### src/rtl/force_release_ctrl.sv
// force_release_ctrl
// ------------------
// Command-driven override engine for a bank of NCH driven signals, each W
// bits wide. A channel can be forced to a value, either indefinitely or for a
// fixed number of cycles. When it is released it either returns to its
// functional driver at once (net-style) or keeps the forced value until the
// driver next changes (variable-style, "hold").
//
// Ports
//   clk        clock; all state updates on posedge
//   rst        asynchronous reset, active-high
//   cmd_valid  command present
//   cmd_ready  controller can take a command (low while a RELEASE_ALL sweeps)
//   cmd_op     00 NOP, 01 FORCE, 10 RELEASE, 11 RELEASE_ALL
//   cmd_ch     target channel (ignored for RELEASE_ALL)
//   cmd_value  force value
//   cmd_dur    forced cycles before auto-release; 0 = indefinite
//   cmd_hold   1 = variable-style release, 0 = net-style release
//   drv_in     functional driver values, channel i at [i*W +: W]
//   ovr_out    values seen by consumers, channel i at [i*W +: W]
//   forced     channel i currently forced
//   rel_pulse  one-cycle registered pulse after channel i leaves FORCED
//   err        sticky; an accepted command named a channel >= NCH
//
// Handshake: a command transfers on a posedge where cmd_valid && cmd_ready.
// The command fields only need to be stable on that edge. The controller
// never retracts cmd_ready while cmd_valid is waiting, except when it enters
// a sweep. A sweep only starts on an accepted RELEASE_ALL, so a command that
// is already waiting cannot be the one that gets blocked.
module force_release_ctrl #(
  parameter int NCH   = 4,
  parameter int W     = 32,
  parameter int DUR_W = 8,
  localparam int CH_W = (NCH > 1) ? $clog2(NCH) : 1
) (
  input  logic                 clk,
  input  logic                 rst,
  input  logic                 cmd_valid,
  output logic                 cmd_ready,
  input  logic [1:0]           cmd_op,
  input  logic [CH_W-1:0]      cmd_ch,
  input  logic [W-1:0]         cmd_value,
  input  logic [DUR_W-1:0]     cmd_dur,
  input  logic                 cmd_hold,
  input  logic [NCH*W-1:0]     drv_in,
  output logic [NCH*W-1:0]     ovr_out,
  output logic [NCH-1:0]       forced,
  output logic [NCH-1:0]       rel_pulse,
  output logic                 err
);

  // Opcode 00 (NOP) needs no decode: it is accepted and nothing reacts to it.
  localparam logic [1:0] OP_FORCE       = 2'b01;
  localparam logic [1:0] OP_RELEASE     = 2'b10;
  localparam logic [1:0] OP_RELEASE_ALL = 2'b11;

  typedef enum logic [1:0] {
    CH_FREE   = 2'd0,
    CH_FORCED = 2'd1,
    CH_HELD   = 2'd2
  } ch_state_e;

  typedef enum logic {
    CTL_IDLE  = 1'b0,
    CTL_SWEEP = 1'b1
  } ctl_state_e;

  // Per-channel state
  ch_state_e        st_q   [NCH];
  ch_state_e        st_d   [NCH];
  logic [W-1:0]     fval_q [NCH];
  logic [W-1:0]     fval_d [NCH];
  logic [W-1:0]     hdrv_q [NCH];
  logic [W-1:0]     hdrv_d [NCH];
  logic [DUR_W-1:0] cnt_q  [NCH];
  logic [DUR_W-1:0] cnt_d  [NCH];
  logic [NCH-1:0]   hold_q;
  logic [NCH-1:0]   hold_d;
  logic [NCH-1:0]   rel_now;   // channel leaves FORCED on this edge
  logic [NCH-1:0]   rel_tgt;   // 1 = leave into HELD, 0 = into FREE
  logic [NCH-1:0]   rel_pulse_q;

  // Controller state
  ctl_state_e       ctl_q;
  ctl_state_e       ctl_d;
  logic [CH_W-1:0]  idx_q;
  logic [CH_W-1:0]  idx_d;
  logic             sweep_hold_q;
  logic             sweep_hold_d;
  logic             err_q;
  logic             err_d;

  logic             accept;
  logic             ch_ok;

  assign cmd_ready = (ctl_q == CTL_IDLE);
  assign accept    = cmd_valid && cmd_ready;
  // The channel field can hold values past NCH-1 when NCH is not a power of 2.
  assign ch_ok     = (32'(cmd_ch) < NCH);

  // ------------------------------------------------------------------------
  // Controller: IDLE takes commands. SWEEP walks idx from 0 to NCH-1, one
  // channel per edge, and takes no commands while it does so.
  // ------------------------------------------------------------------------
  always_comb begin
    ctl_d        = ctl_q;
    idx_d        = idx_q;
    sweep_hold_d = sweep_hold_q;
    err_d        = err_q;

    case (ctl_q)
      CTL_IDLE: begin
        if (accept && cmd_op == OP_RELEASE_ALL) begin
          ctl_d        = CTL_SWEEP;
          idx_d        = '0;
          sweep_hold_d = cmd_hold;
        end
      end
      CTL_SWEEP: begin
        if (idx_q == CH_W'(NCH - 1)) begin
          ctl_d = CTL_IDLE;
          idx_d = '0;
        end else begin
          idx_d = idx_q + 1'b1;
        end
      end
      default: ctl_d = CTL_IDLE;
    endcase

    // RELEASE_ALL ignores cmd_ch, so it cannot raise err.
    if (accept && cmd_op != OP_RELEASE_ALL && !ch_ok) begin
      err_d = 1'b1;
    end
  end

  // ------------------------------------------------------------------------
  // Channel next-state. Priority, lowest first:
  //   auto-expiry and hold-break, then the sweep, then an explicit command.
  // A FORCE on the expiry edge cancels the release, so no pulse is raised.
  // ------------------------------------------------------------------------
  always_comb begin
    for (int i = 0; i < NCH; i++) begin
      st_d[i]   = st_q[i];
      fval_d[i] = fval_q[i];
      hdrv_d[i] = hdrv_q[i];
      cnt_d[i]  = cnt_q[i];
      hold_d[i] = hold_q[i];
      rel_now[i] = 1'b0;
      rel_tgt[i] = 1'b0;

      case (st_q[i])
        CH_FORCED: begin
          if (cnt_q[i] != '0) begin
            cnt_d[i] = cnt_q[i] - 1'b1;
            // The 1->0 edge ends the force: exactly cmd_dur forced cycles.
            if (cnt_q[i] == DUR_W'(1)) begin
              rel_now[i] = 1'b1;
              rel_tgt[i] = hold_q[i];
            end
          end
        end
        CH_HELD: begin
          if (drv_in[i*W +: W] != hdrv_q[i]) begin
            st_d[i] = CH_FREE;
          end
        end
        default: ;
      endcase

      if (ctl_q == CTL_SWEEP && idx_q == CH_W'(i) && st_q[i] == CH_FORCED) begin
        rel_now[i] = 1'b1;
        rel_tgt[i] = sweep_hold_q;
      end

      if (accept && ch_ok && cmd_ch == CH_W'(i)) begin
        if (cmd_op == OP_FORCE) begin
          st_d[i]    = CH_FORCED;
          fval_d[i]  = cmd_value;
          cnt_d[i]   = cmd_dur;
          hold_d[i]  = cmd_hold;
          rel_now[i] = 1'b0;
        end else if (cmd_op == OP_RELEASE && st_q[i] == CH_FORCED) begin
          rel_now[i] = 1'b1;
          rel_tgt[i] = cmd_hold;
        end
      end

      if (rel_now[i]) begin
        if (rel_tgt[i]) begin
          st_d[i]   = CH_HELD;
          // A held channel stays held until the driver moves off this value.
          hdrv_d[i] = drv_in[i*W +: W];
        end else begin
          st_d[i] = CH_FREE;
        end
      end
    end
  end

  // ------------------------------------------------------------------------
  // State registers
  // ------------------------------------------------------------------------
  always_ff @(posedge clk or posedge rst) begin
    if (rst) begin
      for (int i = 0; i < NCH; i++) begin
        st_q[i]   <= CH_FREE;
        fval_q[i] <= '0;
        hdrv_q[i] <= '0;
        cnt_q[i]  <= '0;
      end
      hold_q       <= '0;
      rel_pulse_q  <= '0;
      ctl_q        <= CTL_IDLE;
      idx_q        <= '0;
      sweep_hold_q <= 1'b0;
      err_q        <= 1'b0;
    end else begin
      for (int i = 0; i < NCH; i++) begin
        st_q[i]   <= st_d[i];
        fval_q[i] <= fval_d[i];
        hdrv_q[i] <= hdrv_d[i];
        cnt_q[i]  <= cnt_d[i];
      end
      hold_q       <= hold_d;
      rel_pulse_q  <= rel_now;
      ctl_q        <= ctl_d;
      idx_q        <= idx_d;
      sweep_hold_q <= sweep_hold_d;
      err_q        <= err_d;
    end
  end

  // ------------------------------------------------------------------------
  // Outputs. A FREE channel passes its driver through combinationally, and
  // this includes the time while rst is high.
  // ------------------------------------------------------------------------
  for (genvar g = 0; g < NCH; g++) begin : g_out
    assign ovr_out[g*W +: W] = (st_q[g] == CH_FREE) ? drv_in[g*W +: W] : fval_q[g];
    assign forced[g]         = (st_q[g] == CH_FORCED);
  end

  assign rel_pulse = rel_pulse_q;
  assign err       = err_q;

endmodule
### config.mk
export PLATFORM = sky130hd
export DESIGN_NAME = force_release_ctrl
export DESIGN_NICKNAME = d
export VERILOG_FILES = /design/src/rtl/force_release_ctrl.sv
export SDC_FILE = /design/constraint.sdc
export NUM_CORES = 1
export LEC_CHECK = 0
export CORE_UTILIZATION = 35
export CTS_CLUSTER_SIZE = 16
export DETAILED_ROUTE_END_ITERATION = 6
export GPL_TIMING_DRIVEN = 0
export SLEW_MARGIN = 15
export SYNTH_ARGS = -nofsm -noshare
export SYNTH_HDL_FRONTEND = slang
export SYNTH_SLANG_ARGS = --single-unit
### constraint.sdc
create_clock -name clk -period 29.9 [get_ports clk]
set_input_delay 5.98 -clock clk [delete_from_list [all_inputs] [get_ports clk]]
set_output_delay 5.98 -clock clk [all_outputs]
set_load 0.05 [all_outputs]
# After elaboration in Yosys (flattened, before gate mapping)
# Index checks and enable logic that the tools add are counted.
totals:
  reg_bits: 308
  input_bits: 176
  out_inout_bits: 138
  elab_cells: 199
classes:
  n_addsub: 5
  n_eq_ne: 26
  muxes: 106
  bitwise_logic: 1
  reduce_logical: 37
op_table:
  columns: ["op", "count"]
  rows:
  - ["$mux W32", 4]
  - ["$mux W8", 16]
  - ["$ne A32 B32 Y1", 4]
  - ["$mux W1", 58]
  - ["$mux W2", 26]
  - ["$eq A8 B1 Y1 const B", 4]
  - ["$reduce_bool A8 Y1", 4]
  - ["$sub A8 B1 Y8 const B", 4]
  - ["$eq A2 B2 Y1 const B", 10]
  - ["$logic_and A1 B1 Y1", 18]
  - ["$reduce_and A2 Y1", 9]
  - ["$eq A2 B1 Y1 const B", 7]
  - ["$logic_not A2 Y1", 6]
  - ["$pmux W2 S2", 1]
  - ["$add A2 B1 Y2 const B", 1]
  - ["$ne A2 B1 Y1 const B", 1]
  - ["$pmux W1 S2", 1]
  - ["$not A1 Y1", 1]

# Logic depth before layout (Yosys ltp)
# Gate-level depths: netlist (run 1).
depth:
  depth_word: 10
  depth_mapped: 9
  ltp_nobuf: 7

# Least setup slack after synthesis (run 1)
# No wires, ideal clock.
synth_timing:
  path_type: "in2out"
  from: "input port drv_in[0]"
  to: "output port ovr_out[0]"
  t_arrival_ns: 6.355
  required_time_ns: 23.920
  path_slack_ns: 17.565
  path_stages: 1
  path_buffers: 0
  cell_sequence: "mux2_2"
synth_via:
  elab_chain_cells: 1
synth_rtl:
  columns: ["item", "line", "rtl"]
  rows:
  - ["from (decl)", "45", "input logic [NCH*W-1:0] drv_in,"]
  - ["$mux W32", "238", "assign ovr_out[g*W +: W] = (st_q[g] == CH_FREE) ? drv_in[g*W +: W] : fval_q[g];"]
  - ["to (decl)", "46", "output logic [NCH*W-1:0] ovr_out,"]
# No other way between the ends.

# Final worst setup path (run 1)
layout_timing:
  from: "input port drv_in[115]"
  to: "output port ovr_out[115]"
# Same word-level chain as after synthesis.

==> reports/results.ini, run 1 <==
[floorplan]
die_w_microns=212.3
start_util_pct=35.70
ios=314
row_count=76
die_area_sq_um=45070
core_region_area_sq_um=43360
die_y_microns=212.3

[global_routing]
grt-ovfl-total=0
grt_pass1_wl_mm=74.22
grt_max_degree=107
grt_pass1_vias=11510
antenna_found_initial=10
track_usage_pct=22.78

[critical_path]
crit_path_start_kind=input pin
reg2reg_slack_ns=26.68
cp-end-kind=output pin
critical_path.max_fanout=3
cp.arrival_ns=7.64
required_ns=23.92
critPathKind=input pin to output pin
r2r_cells=6

[clock_tree]
cts.sinks=308
postCtsSetupBuffers=0
cts.repair.resized=0
hold_buffers=0
cts_tree=yes
cts_buffers=38
path_clk_slew_ns=0.06
clockBufferDepth=3
htreeDepth=2
cts_root_buf=clkbuf_16
clkLatencyLatePin_ns=0.56

[yosys]
synth_top_family_by_area=multiplexers
postSynthNetCount=1438
synth_mux_area_share_pct=26.88
async_flop_share_pct=100.0
synth_ff_type=dfrtp_1
synthXorXnorAreaFrac_pct=8.826
syn_area_per_cell_sq_um=12.42
netlist_area_sq_um=15480
synthDistinctLibCells=52
synthSimpleGateAreaFrac_pct=8.075
synth_cells=1246
synth_fa_ha_area_share_pct=1.293
synth-seq-cells=308
ys_seq_area_share_pct=49.79
synth-compound-area-share_pct=2.950
yosysWarnings=0
synth_edf_count=0

[route]
vias=11160
finalWirelength_mm=50.83
drc=0
firstDrtPassIters=5
drt-initial-drc-count=637
wl_per_cell_microns=22.94
vias_per_cell=5.036
ant_nets=0

[pwr]
power_density_nw_per_um2=109.1
p_leak_nw=8.769
worst_ir_drop_vdd_v=0.00005616

[timing]
fmax_mhz=73.40
report.final.slew_viol_count=0
maxSlewHeadroom_pct=38.59
finalSetupTns_ns=0
tightest_slew_ns=0.9211
rsz0062_at_grt=false
finalCritPeriodShare_pct=45.56
setup_viol=0
fin_crit_ns=13.62
hold_viol=0
fin_skew_ns=0.02611

[job]
maxCapViolCount=0

[finish]
syn_to_final_growth_pct=33.73
drive_gt1_share_pct=26.83
fillers=4067
stdcell_count=2216
nNetsFinal=1793

[place]
place_inst=2146
gp_congestion=0.8455
dp_hpwl_mm=37.40
port_buffers=312

[min_path]
holdPathStages=2
hold_class=register to register

[outcome]
status=completed

==> stage by stage <==
step | setup slack [ns] | hold WS, ns | utilization (%) | total power [mW] | cell area, sq um
2_1_floorplan | 15.40 | 0.4417 | - | 1.460 | 15480
3_3_place_gp | 11.01 | 0.4589 | 44.59 | 1.774 | 19330
3_5_place_dp | 16.25 | 0.4603 | 44.80 | 1.793 | 19420
4_1_cts | 16.25 | 0.4752 | 47.73 | 2.279 | 20700
5_1_grt | 16.25 | 0.4975 | 47.73 | 2.373 | 20700
6_report | 16.28 | 0.4702 | 47.74 | 2.259 | 20700
==> worst paths after layout <==
kind | from | end
max reg2reg | ctl_q | hdrv_q[112]
min reg2reg | fval_q[123] | fval_q[123]
min | fval_q[123] | fval_q[123]
max | drv_in[115] | ovr_out[115]
max in group asynchronous | rst | rel_pulse[3]
min in group asynchronous | rst | fval_q[50]
==> power by group <==
part           leakage (nW)  internal, mW  total (mW)  switching, mW
Combinational          4.28         0.471        1.07          0.603
Clock                 0.632         0.287       0.471          0.185
Sequential             3.85         0.592       0.714          0.121
Total                  8.77          1.35        2.26          0.909
==> area by class of cell <==
cell class | instances | area [sq um] | share of cell area [%]
Clock inverter | 15 | 193.9 | 0.9368
Clock buffer | 53 | 1077 | 5.204
Multi-Input combinational cell | 866 | 7438 | 35.93
Tap cell | 585 | 732.0 | 3.536
Antenna cell | 2 | 5.005 | 0.02418
Buffer | 53 | 262.8 | 1.269
Timing Repair Buffer | 315 | 3206 | 15.49
Sequential cell | 308 | 7707 | 37.23
Inverter | 19 | 78.83 | 0.3808
==> kinds of logic after synthesis <==
kind of cell,Yosys count
multiplexers,360
flip-flops,308
AND/OR/NAND/NOR,258
XOR/XNOR,156
AO/OA/AOI/OAI,75
buffers and inverters,72
adder cells (fa/ha/maj),16
other,1
==> registers in the layout, summed over array words and instances, names as in the netlist <==
name and cells:
cnt_q 32, ctl_q 1, fval_q 128, hdrv_q 128, hold_q 4, idx_q 2, rel_pulse 4, st_q 8
sweep_hold_q 1
==> critical path: stages <==
cell and delay (ns):
clkdlybuf4s50_1 0.61, mux2_2 0.25, clkdlybuf4s50_1 0.81
==> per-layer routing <==
metal / track usage (%) / vias up / part of all wire [%]
li1: - / 5095 / -
met3: 3.988 / 81 / 5.2
met2: 36.99 / 333 / 47
met1: 30.32 / 5648 / 45
met5: 0 / - / 0.022
met4: 8.534 / 2 / 3.2
==> cells in the final DEF (no fill, tap or decap), types with 13 or more instances in the layout <==
| master | n |
|---|---|
| mux2_2 | 325 |
| clkdlybuf4s50_1 | 312 |
| dfrtp_1 | 308 |
| xnor2_1 | 146 |
| nand2_1 | 136 |
| clkbuf_1 | 42 |
| clkbuf_16 | 38 |
| nand4_1 | 35 |
| mux2_4 | 29 |
| nor2_1 | 23 |
| o22ai_1 | 23 |
| o21ai_0 | 21 |
| inv_1 | 18 |
| ha_1 | 16 |
| nor4_1 | 13 |
==> synthesized netlist by cell type, drive strengths merged, types with 2 or more instances <==
cell,count,share of area (%)
nand4,35,1.4
o21bai,2,0.097
and3,2,0.081
ha,16,1.3
clkbuf,34,0.82
a31o,2,0.11
nor2b,4,0.16
or2,2,0.081
nand3b,3,0.15
buf,19,0.87
a21o,2,0.097
o22ai,23,0.93
o21ai,23,0.74
a31oi,3,0.12
xor2,10,0.57
nand2,136,3.3
nand4bb,2,0.15
or4b,2,0.13
nor4b,2,0.11
or4,5,0.30
dfrtp,308,50
xnor2,146,8.3
inv,19,0.46
mux2,359,27
a21oi,12,0.41
nor3,11,0.36
nor2,23,0.56
nand2b,8,0.32
nor4,14,0.66
nand3,8,0.26
Note: power is estimated with default switching activity, not from simulation.
==> inputs of run 2 (changes only) <==
Clock period 29.9 ns to 11.6 ns, I/O delays scaled along.
==> results of run 2 <==
Same layout as run 1 (identical final DEF). Status: completed.
Main changes from that run: setup slack after placement 16.25 ns -> 5.272 ns; setup slack after layout 16.28 ns -> 5.296 ns; register-to-register setup slack 26.68 ns -> 8.38 ns; total power 2.259 mW -> 5.823 mW; worst IR drop on VDD 0.00005616 V -> 0.0001448 V
